$ cat src/rtl/lsu_pkg.sv
// lsu_pkg: shared state encodings, funct3 codes, default timeout and command legality check
package lsu_pkg;
  localparam int unsigned TIMEOUT_DEFAULT = 16;
  localparam logic [1:0] S_IDLE = 2'd0, S_REQ = 2'd1, S_DONE = 2'd2;
  localparam logic [2:0] F3_B = 3'b000, F3_H = 3'b001, F3_W = 3'b010, F3_BU = 3'b100, F3_HU = 3'b101;
  function automatic logic bad_cmd(input logic st, input logic [2:0] f3, input logic [1:0] lo);
    logic ill;
    ill = st ? f3 > F3_W : (f3 == 3'b011 || f3[2:1] == 2'b11);
    return ill || (f3[1:0] == 2'b01 && lo[0]) || (f3[1:0] == 2'b10 && lo != 2'b00);
  endfunction
endpackage

$ cat src/rtl/lsu_if.sv
// lsu_if: single-outstanding memory bus between the lsu and its memory
interface lsu_if;
  logic mem_req, mem_we, mem_ack;
  logic [31:0] mem_addr, mem_wdata, mem_rdata;
  logic [3:0] mem_wstrb;
  modport master (output mem_req, mem_we, mem_addr, mem_wdata, mem_wstrb, input mem_ack, mem_rdata);
  modport slave (input mem_req, mem_we, mem_addr, mem_wdata, mem_wstrb, output mem_ack, mem_rdata);
endinterface

$ cat src/rtl/lsu_align.sv
// lsu_align: store lane replication/strobes and load byte/half extraction with extension
module lsu_align import lsu_pkg::*; (
  input  logic [1:0]  st_lo,
  input  logic [1:0]  st_sz,
  input  logic [31:0] sdata,
  output logic [31:0] wdata,
  output logic [3:0]  wstrb,
  input  logic [1:0]  ld_lo,
  input  logic [2:0]  ld_f3,
  input  logic [31:0] rdata,
  output logic [31:0] ldata
);
  logic [15:0] h;
  logic [7:0] b;
  always_comb begin
    wdata = st_sz[1] ? sdata : st_sz[0] ? {2{sdata[15:0]}} : {4{sdata[7:0]}};
    wstrb = st_sz[1] ? 4'b1111 : (st_sz[0] ? 4'b0011 : 4'b0001) << st_lo;
    h = ld_lo[1] ? rdata[31:16] : rdata[15:0];
    b = ld_lo[0] ? h[15:8] : h[7:0];
    ldata = ld_f3[1] ? rdata : ld_f3[0] ? {{16{h[15] & ~ld_f3[2]}}, h} : {{24{b[7] & ~ld_f3[2]}}, b};
  end
endmodule

$ cat src/rtl/lsu.sv
// lsu: single-outstanding load/store unit with alignment checks and bus timeout
module lsu import lsu_pkg::*; #(
  parameter int unsigned TIMEOUT_CYCLES = TIMEOUT_DEFAULT
) (
  input  logic        clk,
  input  logic        reset,
  input  logic        start,
  input  logic        is_store,
  input  logic [2:0]  funct3,
  input  logic [31:0] base,
  input  logic [31:0] offset,
  input  logic [31:0] sdata,
  input  logic [4:0]  rd_in,
  output logic        busy,
  output logic        done,
  output logic        err,
  output logic        wb_wen,
  output logic [31:0] wb_wdata,
  output logic [4:0]  wb_rd,
  lsu_if.master       bus
);
  logic [1:0] state, lo_r;
  logic [2:0] f3_r;
  logic st_r, bad;
  logic [31:0] cnt, ea, st_wdata, ld_data;
  logic [3:0] st_wstrb;
  assign ea = base + offset;
  assign bad = bad_cmd(is_store, funct3, ea[1:0]);
  assign busy = state != S_IDLE;
  assign done = state == S_DONE;
  assign bus.mem_req = state == S_REQ;
  assign bus.mem_we = bus.mem_req & st_r;
  lsu_align u_align (
    .st_lo(ea[1:0]), .st_sz(funct3[1:0]), .sdata(sdata), .wdata(st_wdata), .wstrb(st_wstrb),
    .ld_lo(lo_r), .ld_f3(f3_r), .rdata(bus.mem_rdata), .ldata(ld_data)
  );
  always_ff @(posedge clk) begin
    if (reset) begin
      state <= S_IDLE;
      err <= 1'b0;
      wb_wen <= 1'b0;
      wb_wdata <= '0;
      wb_rd <= '0;
      cnt <= '0;
      st_r <= 1'b0;
      f3_r <= '0;
      lo_r <= '0;
      bus.mem_addr <= '0;
      bus.mem_wdata <= '0;
      bus.mem_wstrb <= '0;
    end else begin
      err <= 1'b0;
      wb_wen <= 1'b0;
      if (state == S_IDLE && start) begin
        st_r <= is_store;
        f3_r <= funct3;
        lo_r <= ea[1:0];
        wb_rd <= rd_in;
        wb_wdata <= '0;
        cnt <= '0;
        bus.mem_addr <= {ea[31:2], 2'b00};
        bus.mem_wdata <= is_store ? st_wdata : '0;
        bus.mem_wstrb <= is_store ? st_wstrb : 4'b0000;
        state <= bad ? S_DONE : S_REQ;
        err <= bad;
      end else if (state == S_REQ) begin
        cnt <= cnt + 32'd1;
        // an ack in the expiry cycle wins over the timeout
        if (bus.mem_ack) begin
          state <= S_DONE;
          wb_wdata <= st_r ? '0 : ld_data;
          wb_wen <= !st_r && wb_rd != 5'd0;
        end else if (TIMEOUT_CYCLES != 0 && cnt == TIMEOUT_CYCLES - 1) begin
          state <= S_DONE;
          err <= 1'b1;
        end
      end else if (state == S_DONE) begin
        state <= S_IDLE;
      end
    end
  end
endmodule
$ cat src/flat_wrapper.sv
// flat-port wrapper written by rule: the top's interface ports become plain ports
module lsu_flat import lsu_pkg::*;
#(
  parameter int unsigned TIMEOUT_CYCLES = TIMEOUT_DEFAULT
)
  (clk, reset, start, is_store, funct3, base, offset, sdata, rd_in, busy, done, err, wb_wen, wb_wdata, wb_rd, bus_mem_req, bus_mem_we, bus_mem_addr, bus_mem_wdata, bus_mem_wstrb, bus_mem_ack, bus_mem_rdata);
  lsu_if bus_i ();
  input  logic clk;
  input  logic reset;
  input  logic start;
  input  logic is_store;
  input  logic [2:0] funct3;
  input  logic [31:0] base;
  input  logic [31:0] offset;
  input  logic [31:0] sdata;
  input  logic [4:0] rd_in;
  output logic busy;
  output logic done;
  output logic err;
  output logic wb_wen;
  output logic [31:0] wb_wdata;
  output logic [4:0] wb_rd;
  output wire logic [$bits(bus_i.mem_req)-1:0] bus_mem_req;
  output wire logic [$bits(bus_i.mem_we)-1:0] bus_mem_we;
  output wire logic [$bits(bus_i.mem_addr)-1:0] bus_mem_addr;
  output wire logic [$bits(bus_i.mem_wdata)-1:0] bus_mem_wdata;
  output wire logic [$bits(bus_i.mem_wstrb)-1:0] bus_mem_wstrb;
  input wire logic [$bits(bus_i.mem_ack)-1:0] bus_mem_ack;
  input wire logic [$bits(bus_i.mem_rdata)-1:0] bus_mem_rdata;
  assign bus_mem_req = bus_i.mem_req;
  assign bus_mem_we = bus_i.mem_we;
  assign bus_mem_addr = bus_i.mem_addr;
  assign bus_mem_wdata = bus_i.mem_wdata;
  assign bus_mem_wstrb = bus_i.mem_wstrb;
  assign bus_i.mem_ack = bus_mem_ack;
  assign bus_i.mem_rdata = bus_mem_rdata;
  lsu #(.TIMEOUT_CYCLES(TIMEOUT_CYCLES)) u_core (.clk(clk), .reset(reset), .start(start), .is_store(is_store), .funct3(funct3), .base(base), .offset(offset), .sdata(sdata), .rd_in(rd_in), .busy(busy), .done(done), .err(err), .wb_wen(wb_wen), .wb_wdata(wb_wdata), .wb_rd(wb_rd), .bus(bus_i));
endmodule
$ cat config.mk
export PLATFORM = sky130hd
export DESIGN_NAME = lsu_flat
export DESIGN_NICKNAME = d
export VERILOG_FILES = /design/src/rtl/lsu_pkg.sv /design/src/rtl/lsu_if.sv /design/src/rtl/lsu_align.sv /design/src/rtl/lsu.sv /design/src/flat_wrapper.sv
export SDC_FILE = /design/constraint.sdc
export NUM_CORES = 1
export LEC_CHECK = 0
export CORE_MARGIN = 3
export CORE_UTILIZATION = 50
export DETAILED_ROUTE_END_ITERATION = 6
export PLACE_DENSITY = 0.95
export RECOVER_POWER = 50
export REMOVE_ABC_BUFFERS = 1
export SETUP_SLACK_MARGIN = 0.3
export SLEW_MARGIN = 20
export SYNTH_ARGS = -nofsm -noshare
export SYNTH_HDL_FRONTEND = slang
export SYNTH_SLANG_ARGS = --single-unit
export TNS_END_PERCENT = 10
$ cat constraint.sdc
create_clock -name clk -period 6.7 [get_ports clk]
set_input_delay 1.675 -clock clk [delete_from_list [all_inputs] [get_ports clk]]
set_output_delay 1.675 -clock clk [all_outputs]
set_load 0.005 [all_outputs]
## Word-level counts from Yosys, hierarchy flattened

Cells that the tools add are included.

- Add/subtract/negate cells: 2
- Magnitude comparators: 1
- Eq/ne operators: 8
- Shifts and indexed selects: 1
- Muxes and demuxes: 22
- Bitwise gates (word level): 6
- Reduce and logical (&&, ||, !) cells: 17

Operators by type and width:

| cell | count |
|---|---|
| $mux W32 | 6 |
| $add A32 B1 Y32 const B | 1 |
| $add A32 B32 Y32 | 1 |
| $eq A32 B4 Y1 const B | 1 |
| $mux W16 | 1 |
| $mux W2 | 7 |
| $mux W4 | 2 |
| $mux W8 | 1 |
| $eq A2 B2 Y1 const B | 3 |
| $mux W1 | 5 |
| $reduce_bool A5 Y1 | 1 |
| $eq A2 B1 Y1 const B | 2 |
| $logic_and A1 B1 Y1 | 4 |
| $ne A4 B4 Y1 const B | 1 |
| $reduce_and A2 Y1 | 2 |
| $reduce_bool A2 Y1 | 2 |
| $reduce_or A4 Y1 | 1 |
| $shl A2 B2 Y4 | 1 |
| $and A1 B1 Y1 | 3 |
| $eq A3 B2 Y1 const B | 1 |
| $gt A3 B2 Y1 const B | 1 |
| $logic_or A1 B1 Y1 | 3 |
| $not A1 Y1 | 3 |
| $reduce_bool A3 Y1 | 1 |
| 3 further kinds | 3 |

- Register bits after elaboration: 145
- Input port bits: 141
- Output and inout port bits: 111

## Longest topological paths before layout

Gate-level depths: netlist (run 1).

- Depth after elaboration: 7
- Depth in mapped cells: 11
- Mapped depth without buffers: 11

## Cells and area by module

A second synthesis (run 1) with hierarchy kept.

- Cell total of the unflattened synthesis: 936
- Area total of the unflattened synthesis: 8003.9 um^2

Modules (own cells, without submodules):

| module | times used | cells an instance | area an instance (um^2) | seq. area each (um^2) |
|---|---|---|---|---|
| lsu | 1 | 733 | 6690.2 | 2902.8 |
| lsu_align | 1 | 203 | 1313.8 | 0.0 |

## Worst setup path after synthesis (run 1)

No wires, ideal clock.

- Kind: in2reg
- Start: input port offset[0]
- End: register u_core.bus.mem_addr[26]
- Data arrival time: 3.538 ns
- Slack: 3.035 ns
- Cell stages on the path: 11
- Buffers on the path: 0
- Cell sequence: ha_1 -> inv_1 -> fa_1 -> nand2b_1 -> a21oi_1 -> o2111ai_1 -> a211oi_1 -> nor3_1 -> o31ai_1 -> xnor2_1 -> o21ai_0

- Cells in the longest elaborated chain, start to end: 1

Ends and longest elaborated chain:

| element | line | text |
|---|---|---|
| start, declared | flat_wrapper.sv:14 | `input logic [31:0] offset;` |
| $add A32 B32 Y32 | lsu.sv:27 | `assign ea = base + offset;` |
| end signal, assigned | lsu.sv:61 | `bus.mem_addr <= {ea[31:2], 2'b00};` |
| end, declared | lsu_if.sv:6 | `modport master (output mem_req, mem_we, mem_addr, mem_wdata, mem_wstrb, input mem_ack, mem_rdata);` |

Every way passes these cells.
A chain may end at the register's enable or synchronous reset.

## Worst setup path after layout (run 1)

- Start: input port reset
- End: register u_core.cnt[7]

- Cells in the longest elaborated chain, start to end: 1

Ends and longest elaborated chain:

| element | line | text |
|---|---|---|
| start, declared | flat_wrapper.sv:9 | `input logic reset;` |
| $reduce_or A2 Y1 (no source line) | -- |  |
| end signal, assigned | lsu.sv:67 | `cnt <= cnt + 32'd1;` |
| end, declared | lsu.sv:25 | `logic [31:0] cnt, ea, st_wdata, ld_data;` |

Every way passes these cells.

==> flow_metrics.tcl, run 1 <==
set metrics [dict create \
    antenna_found_initial 0 \
    clock_path_buffers 2 \
    grt_max_degree 47 \
    grt_pass1_wl_um 38500 \
    clk-insertion-delay-late_ns 0.42 \
    grt_setup_unrepaired "false" \
    die_y_um 130 \
    tritoncts "yes" \
    post-route-min-period_ns 4.17 \
    synth_cells 986 \
    synth_edf_count 0 \
    yosysSeqAreaShare_pct 37.5 \
    drt-initial-drc-count 671 \
    report.final.hold_viol_count 0 \
    synth_ff_type "dfxtp_1" \
    start_kind "primary input" \
    path_max_fanout 40 \
    critPathRequiredTime_ns 6.99 \
    remaining_drc_errors 0 \
    nNetsFinal 1381 \
    fin_skew_ns 0.00682 \
    avgViaCountPerCell 5.83 \
    drv_slew 0 \
    cts_root_buffer "clkbuf_16" \
    wl_per_cell_um 17.6 \
    htree_levels 4 \
    setup_slack_ns 2.53 \
    status "completed" \
    ir_drop_uv 212 \
    synth_async_sr_flop_share_pct 0 \
    hold_class "reg2reg" \
    gr-usage-all-layers_pct 28.0 \
    syn_to_final_growth_pct 40.6 \
    finalPower_mw 2.41 \
    cts_hold_buf 0 \
    worstMarginPinSlew_ns 1.10 \
    tns_ns 0 \
    wl_um 24700 \
    fin_area_sq_um 10900 \
    synth_seq_cells 145 \
    critical_path_class "in2reg" \
    design.die.area_sq_um 17000 \
    post-cts-setup-buffers 0 \
    crit_arrival_ns 4.46 \
    place_hpwl_um 17600 \
    p_per_area_nw_per_um2 221 \
    postLayoutCoreUtil_pct 73.4 \
    nFillCells 1048 \
    die_w_um 130 \
    boundaryPins 252 \
    placed_area_sq_um 10300 \
    synth_area_sq_um 7730 \
    vias 8192 \
    ctsResizeCount 0 \
    setup_violations 0 \
    initial_core_util_pct 52.2 \
    slew_headroom_pct 26.7 \
    drive_gt1_share_pct 4.10 \
    grt-ovfl-total 0 \
    fmax_ghz 0.240 \
    synth_cell_types 64 \
    core_sq_um 14800 \
    io_buffers 249 \
    clk_pin_slew_ns 0.06 \
    cts_buffers 17 \
    core.rowCount 44 \
    maxCapViolCount 0 \
    avgSynthCellArea_sq_um 7.84 \
    place_congestion 0.934 \
    pre_cts_ws_ns 2.26 \
    clkSinkCount 145 \
    yosysWarnings 0 \
    cp-end-kind "flip-flop" \
    timing.final.crit_share_pct 62.2 \
    firstDrtPassIters 6 \
    first_global_vias 8025 \
    cellLeakagePower_nw 4.41 \
    ant_nets 0 \
]
[layout by cell type (no fill, tap or decap), types with 4 or more instances in the layout]
master | synthesis | routed
a21oi_1 | 111 | 111
buf_4 | 2 | 7
nor2_1 | 113 | 112
a31oi_1 | 5 | 5
mux2i_1 | 34 | 34
xor2_1 | 26 | 26
a2bb2oi_1 | 7 | 7
nor3b_1 | 8 | 8
dlygate4sd3_1 | 0 | 109
nand2_1 | 155 | 155
a22o_1 | 8 | 8
clkdlybuf4s50_1 | 0 | 140
nor4_1 | 13 | 13
nand2b_1 | 4 | 4
or3_1 | 9 | 9
nor2b_1 | 5 | 5
xnor2_1 | 26 | 26
a22oi_1 | 8 | 8
a21o_1 | 11 | 11
o21ai_0 | 78 | 78
clkbuf_16 | 0 | 17
o21bai_1 | 4 | 4
nand4_1 | 9 | 9
ha_1 | 32 | 32
o22ai_1 | 7 | 7
nand3_1 | 21 | 21
and3_1 | 10 | 10
inv_1 | 18 | 18
a211oi_1 | 8 | 8
nor3_1 | 9 | 9
and2_1 | 5 | 5
dfxtp_1 | 145 | 145
[critical path, stage by stage]
cell and delay, ns:
dlygate4sd3_1 1.22, nand2b_1 0.90, buf_4 0.53, nor2_1 0.12
[sequential cells by signal, indices dropped and copies added, names as in the netlist]
register              flops
u_core.bus.mem_addr      30
u_core.bus.mem_wdata     32
u_core.bus.mem_wstrb      4
u_core.cnt               32
u_core.err                1
u_core.f3_r               3
u_core.lo_r               2
u_core.st_r               1
u_core.state              2
u_core.wb_rd              5
u_core.wb_wdata          32
u_core.wb_wen             1
[synth_stat cells (9+ instances only)]
library cell	n	area, sq um
nand2_1	155	582
dfxtp_1	145	2900
nor2_1	113	424
a21oi_1	111	556
o21ai_0	78	390
clkbuf_1	46	173
mux2i_1	34	340
ha_1	32	400
xnor2_1	26	228
xor2_1	26	228
nand3_1	21	105
inv_1	18	67.6
nor4_1	13	81.3
a21o_1	11	82.6
and3_1	10	62.6
nand4_1	9	56.3
nor3_1	9	45.0
or3_1	9	56.3
[power breakdown]
part           internal [mW]  switching, mW  total [mW]
clock                  0.575          0.366       0.941
sequential             0.905         0.0327       0.937
combinational          0.255          0.273       0.528
total                   1.73          0.672        2.41
[final timing paths]
| check | start | to | slack (ns) | cells past startpoint |
|---|---|---|---|---|
| worst min register to register | u_core.wb_wdata[26] | u_core.wb_wdata[26] | 0.44 | 2 |
| worst max-delay path | reset | u_core.cnt[7] | 2.53 | 4 |
| worst min-delay path | u_core.wb_wdata[26] | u_core.wb_wdata[26] | 0.44 | 2 |
| worst max register to register | u_core.state[0] | u_core.wb_wdata[22] | 3.75 | 7 |
[cells by family (layout without fill, tap and decap cells)]
kind of cell	count (synthesis)	after routing	synth area share, %
other	1	3	0.0485
multiplexers	34	34	4.40
buffers and inverters	74	306	3.92
AND/OR/NAND/NOR	370	370	21.4
AO/OA/AOI/OAI	277	277	21.4
XOR/XNOR	52	52	5.89
flip-flops	145	145	37.5
adder cells (fa/ha/maj)	33	33	5.44
[metrics by stage]
stage,hold slack (ns),cells
after floorplan,0.442,931
after global placement,0.433,1372
after detailed placement,0.441,1372
after CTS,0.450,1403
after global routing,0.463,1403
final,0.443,1404
[final cells by class]
class | count | area, sq um | area share (%)
timing repair buffer | 257 | 2550 | 23.4
tap | 184 | 230 | 2.12
sequential | 145 | 2900 | 26.7
multi-input combinational | 768 | 4540 | 41.7
clock buffer | 22 | 474 | 4.36
clock inverter | 9 | 108 | 0.990
antenna | 1 | 2.50 | 0.0230
inverter | 18 | 67.6 | 0.621
[per-layer routing]
| layer | track usage (%) | routed length [um] |
|---|---|---|
| met1 | 33.6 | 9810 |
| met4 | 12.0 | 793 |
| met2 | 48.2 | 12200 |
| met3 | 5.94 | 1830 |
| met5 | 0 | 0 |
Note: power is estimated with default switching activity, not from simulation.
==> run 2, diff against run 1 <==
CORE_UTILIZATION = 47   (was 50)
PLACE_DENSITY = 0.9   (was 0.95)
clock period = 4.15 ns   (was 6.7 ns; I/O delays follow)
==> run 2 against run 1 <==
  * The flow now finishes with violations (capacitance limit, slew limit)
  * Sequential power increased by 61%
  * Core utilization decreased by 5.2 points
  * Wire length decreased by 2.1%
  * Clock power increased by 58%
  * Sequential cell count unchanged
  * Setup slack got worse by 1.9 ns
  * Critical path type unchanged
==> flow_metrics.tcl, run 2 (synthesis results as in run 1) <==
set metrics [dict create \
    path_cells "clkdlybuf4s50_1 > ha_1 > inv_1 > fa_1 > nand2b_1 > a21oi_1 > o2111ai_1 > a211oi_1 > nor3_1 > nor2_1 > mux2i_1 > o32ai_1" \
    boundaryPins 252 \
    syn_to_final_growth_pct 41.1 \
    rrSetupSlack_ns 0.99 \
    gr-usage-all-layers_pct 26.0 \
    ant_nets 0 \
    cts_root_buffer "clkbuf_16" \
    start_kind "primary input" \
    cp-end-kind "flip-flop" \
    path_buf_inv 2 \
    core.rowCount 46 \
    worstReg2RegEnd "u_core.wb_wdata[27]" \
    wl_per_cell_um 16.8 \
    design.die.area_sq_um 18000 \
    postLayoutCoreUtil_pct 68.2 \
    grt_pass1_wl_um 38300 \
    worstMarginPinSlew_ns 1.88 \
    nNetsFinal 1383 \
    cts_hold_buf 0 \
    fin_skew_ns 0.00878 \
    clk_pin_slew_ns 0.06 \
    critPathRequiredTime_ns 4.43 \
    p_per_area_nw_per_um2 352 \
    max_stage_delay_ns 0.49 \
    maxCapViolCount 2 \
    clock_path_buffers 2 \
    grt_max_degree 54 \
    vias 8064 \
    crit_family "compound AO/OA/AOI/OAI gates" \
    path_max_fanout 4 \
    multi_input_area_sq_um 4530 \
    setup_violations 0 \
    clkSinkCount 145 \
    firstDrtPassIters 5 \
    rr_worst_depth 8 \
    timing.final.crit_share_pct 84.6 \
    drv_slew 83 \
    tritoncts "yes" \
    die_y_um 134 \
    core_sq_um 16000 \
    cp_slowest_cell "clkdlybuf4s50_1" \
    violations "capacitance limit, slew limit" \
    grt-ovfl-total 0 \
    ctsResizeCount 0 \
    cts_buffers 17 \
    status "finished with violations" \
    clk-insertion-delay-late_ns 0.42 \
    seq_area_sq_um 2900 \
    report.final.hold_viol_count 0 \
    fmax_ghz 0.285 \
    die_w_um 134 \
    most-common-layout-cells "nand2_1 (155), dfxtp_1 (145), clkdlybuf4s50_1 (141)" \
    n_antenna_cell 0 \
    antenna_found_initial 0 \
    hold_end "u_core.bus.mem_wstrb[0]" \
    drt-initial-drc-count 603 \
    post-cts-setup-buffers 0 \
    first_global_vias 7773 \
    reg.largest.list "u_core.bus.mem_wdata x32, u_core.cnt x32, u_core.wb_wdata x32" \
    crit_arrival_ns 3.79 \
    remaining_drc_errors 0 \
    place_congestion 0.925 \
    critical_path_class "in2reg" \
    slew_headroom_pct -25.3 \
    tns_ns 0 \
    io_buffers 249 \
    whs_path_depth 2 \
    nFillCells 1343 \
    hold_class "reg2reg" \
    place_hpwl_um 17900 \
    wl_um 24100 \
    drive_gt1_share_pct 4.42 \
    ir_drop_uv 339 \
    htree_levels 4 \
    r2r_start "u_core.lo_r[1]" \
    post-route-min-period_ns 3.51 \
    initial_core_util_pct 48.3 \
    layout_commonest_cell "nand2_1" \
    cellLeakagePower_nw 4.42 \
    min-delay-start "u_core.bus.mem_wstrb[0]" \
    avgViaCountPerCell 5.61 \
    grt_setup_unrepaired "false" \
]
## run 2: changes by cell type in the layout (fill, tap and decap cells not counted), moves of 2 or more
| cell | previous run | this run |
|---|---|---|
| inv_6 | 0 | 6 |
| clkbuf_8 | 3 | 0 |
| clkinv_4 | 2 | 5 |
| clkinv_2 | 3 | 1 |
## run 2: worst min-delay path: cells and delay by family (launching register included)
family / cells / cell delay, ns
flip-flops: 1 / 0.32
AO/OA/AOI/OAI: 1 / 0.05
AND/OR/NAND/NOR: 1 / 0.04
## run 2: worst max path at each step
| stage | start | endpoint | slack [ns] | cells past startpoint |
|---|---|---|---|---|
| floorplan | start | u_core.bus.mem_wdata[0] | 0.85 | 3 |
| global placement | base[0] | u_core.bus.mem_addr[26] | 0.41 | 12 |
| detailed placement | base[0] | u_core.bus.mem_addr[30] | 0.27 | 12 |
| CTS | base[0] | u_core.bus.mem_addr[30] | 0.69 | 12 |
| global route | base[0] | u_core.bus.mem_addr[30] | 0.50 | 12 |
| finish | base[0] | u_core.bus.mem_addr[30] | 0.64 | 12 |
## run 2: area by class of cell
| cell class | instances | share of cell area (%) |
|---|---|---|
| multi-input cells | 768 | 41.6 |
| flip-flops and latches | 145 | 26.6 |
| repair buffers | 259 | 23.5 |
| clock buffers | 17 | 3.90 |
| well taps | 216 | 2.48 |
| clock inverters | 15 | 1.38 |
| inverters | 18 | 0.619 |
## run 2: where the power goes
group | total (mW) | switching [mW] | internal, mW
registers | 1.51 | 0.0527 | 1.46
clock network | 1.49 | 0.651 | 0.843
logic | 0.839 | 0.426 | 0.413
total | 3.85 | 1.13 | 2.72
## run 2: metal layers
layer	track usage [%]	wire length, um
met1	30.7	9650
met2	45.8	12100
met3	4.95	1630
met4	11.4	754
met5	0	0
## run 2: per-stage QoR
stage	area, sq um	setup slack, ns	hold WS [ns]	power (mW)	instances
after floorplan	7500	0.854	0.442	1.96	931
after global placement	10300	0.410	0.434	2.38	1406
after detailed placement	10300	0.273	0.441	2.39	1406
after CTS	10900	0.687	0.450	3.89	1438
after global routing	10900	0.496	0.464	4.00	1438
final	10900	0.638	0.445	3.85	1438
==> run 3, diff against run 2 <==
CORE_UTILIZATION = 42   (was 47)
PLACE_DENSITY = 0.86   (was 0.9)
clock period = 3.23 ns   (was 4.15 ns; I/O delays follow)
==> run 3 against run 2 <==
  * The flow now finishes without violations
  * Clock skew decreased by 0.0011 ns
  * Sequential share of layout area decreased by 0.96 points
  * Count of clock-buffer cells in the layout increased by 8
  * Via count increased by 1.1%
  * Setup slack got worse by 0.31 ns
  * Register-to-register slack improved by 0.11 ns
  * Combinational power increased by 42%
  * Critical path depth decreased by 2
  * First-iteration DRC count decreased by 2.8%
  * Hold slack about the same
  * Wire length increased by 4.3%
  * Critical path type unchanged
  * Critical endpoint is now u_core.bus.mem_addr[31]
==> flow_metrics.tcl, run 3 (synthesis results as in run 1) <==
set metrics [dict create \
    nNetsFinal 1421 \
    cp_slowest_cell "clkdlybuf4s50_1" \
    pre_cts_ws_ns -0.194 \
    die_y_um 142 \
    ir_drop_uv 394 \
    htree_levels 4 \
    clock_path_buffers 2 \
    post-route-min-period_ns 2.91 \
    hold_class "reg2reg" \
    design.die.area_sq_um 20100 \
    antenna_found_initial 1 \
    cts_root_buffer "clkbuf_16" \
    place_hpwl_um 18800 \
    min-delay-start "u_core.bus.mem_wdata[25]" \
    max_stage_delay_ns 0.46 \
    path_max_fanout 4 \
    critical_path_class "in2reg" \
    vias 8152 \
    core_sq_um 17700 \
    die_w_um 142 \
    io_buffers 249 \
    gr-usage-all-layers_pct 24.4 \
    grt-ovfl-total 0 \
    crit_arrival_ns 3.20 \
    start_kind "primary input" \
    whs_path_depth 2 \
    rr_worst_depth 9 \
    drive_gt1_share_pct 8.25 \
    crit_family "compound AO/OA/AOI/OAI gates" \
    boundaryPins 252 \
    critPathRequiredTime_ns 3.53 \
    layout_commonest_cell "clkdlybuf4s50_1" \
    place_congestion 0.904 \
    tritoncts "yes" \
    clkSinkCount 145 \
    grt_max_degree 47 \
    fin_skew_ns 0.00768 \
    hold_end "u_core.bus.mem_wdata[25]" \
    drt-initial-drc-count 586 \
    ant_nets 0 \
    fmax_ghz 0.344 \
    syn_to_final_growth_pct 46.3 \
    clk-insertion-delay-late_ns 0.42 \
    setup_violations 0 \
    path_cells "clkdlybuf4s50_1 > ha_4 > nand2_1 > or3_4 > nand3_2 > a311o_2 > a31oi_2 > o41ai_2 > xnor2_1 > o21ai_1" \
    grt_pass1_wl_um 39600 \
    worstReg2RegEnd "u_core.cnt[31]" \
    cp-end-kind "flip-flop" \
    reg.largest.list "u_core.bus.mem_wdata x32, u_core.cnt x32, u_core.wb_wdata x32" \
    worstMarginPinSlew_ns 1.19 \
    avgViaCountPerCell 5.48 \
    slew_headroom_pct 20.2 \
    status "completed" \
    initial_core_util_pct 43.8 \
    drv_slew 0 \
    remaining_drc_errors 0 \
    placed_area_sq_um 10600 \
    grt_setup_unrepaired "true" \
    most-common-layout-cells "clkdlybuf4s50_1 (161), nand2_1 (155), dfxtp_1 (145)" \
    report.final.hold_viol_count 0 \
    rrSetupSlack_ns 1.10 \
    path_buf_inv 1 \
    core.rowCount 48 \
    wl_per_cell_um 16.9 \
    timing.final.crit_share_pct 90.0 \
    firstDrtPassIters 5 \
    cellLeakagePower_nw 4.58 \
    r2r_start "u_core.state[0]" \
    cts_buffers 17 \
    wl_um 25200 \
    first_global_vias 7933 \
    maxCapViolCount 0 \
    setup_slack_ns 0.324 \
    p_per_area_nw_per_um2 448 \
    fin_area_sq_um 11300 \
    clk_pin_slew_ns 0.06 \
]
[run 3: changes by cell type in the layout (fill, tap and decap cells not counted), sizes merged]
cell | previous run | this run
buf | 8 | 44
clkbuf | 19 | 29
clkdlybuf4s50 | 141 | 161
clkinv | 6 | 4
clkinvlp | 1 | 0
diode | 0 | 2
dlygate4sd3 | 108 | 86
dlymetal6s2s | 0 | 2
inv | 25 | 20
[run 3: worst max path at each step]
stage               startpoint                       to  cells past startpoint
floorplan                start  u_core.bus.mem_wdata[0]                      3
CTS                  offset[0]  u_core.bus.mem_addr[30]                     12
global placement     offset[0]  u_core.bus.mem_addr[26]                     12
global route         offset[4]  u_core.bus.mem_addr[31]                     10
detailed placement   offset[0]  u_core.bus.mem_addr[26]                     12
finish                 base[3]  u_core.bus.mem_addr[31]                     10
[run 3: worst reg2reg max path, cell delays in order, from the launching register on]
cell     delay, ns
dfxtp_1       0.38
nor2b_1       0.20
buf_4         0.20
nand3_1       0.13
nor2_1        0.32
nand2_1       0.09
nor2_1        0.27
nand3_1       0.15
xor2_1        0.20
nor2_1        0.06
[run 3: cell type report]
| type | instances | area, sq um |
|---|---|---|
| antenna | 2 | 5.00 |
| clock buffer | 25 | 515 |
| clock inverter | 7 | 71.3 |
| fill | 1507 | 6340 |
| inverter | 18 | 67.6 |
| multi-input combinational | 768 | 4610 |
| sequential | 145 | 2900 |
| tap | 225 | 282 |
| timing repair buffer | 297 | 2860 |
[run 3: per-layer routing]
layer / share of wire [%] / track usage, % / up-vias
met5: 0 / 0 / -
met4: 3.2 / 10.4 / 0
met3: 8.0 / 5.16 / 59
met2: 49 / 41.1 / 364
met1: 40 / 30.1 / 3738
li1: - / - / 3991
[run 3: stage by stage]
step / hold WS [ns] / power (mW) / setup TNS [ns] / util (%) / cells
floorplan: 0.442 / 2.52 / 0 / - / 931
global placement: 0.434 / 3.12 / -0.478 / 60.2 / 1451
detailed placement: 0.438 / 3.14 / -0.968 / 60.2 / 1451
CTS: 0.446 / 5.11 / 0 / 63.6 / 1483
global route: 0.469 / 5.30 / 0 / 64.1 / 1486
finish: 0.445 / 5.07 / 0 / 64.1 / 1487
[run 3: power breakdown]
| part | switching [mW] | internal, mW |
|---|---|---|
| Combinational | 0.595 | 0.597 |
| Clock | 0.768 | 1.19 |
| Sequential | 0.0517 | 1.88 |
[run 3: repair_timing]
action,4_1_cts,5_1_grt
hold buffers,0,0
gates cloned,0,0
pin swaps,3,14
setup endpoints to repair,2,14
resized for setup,3,15
setup buffers,0,1
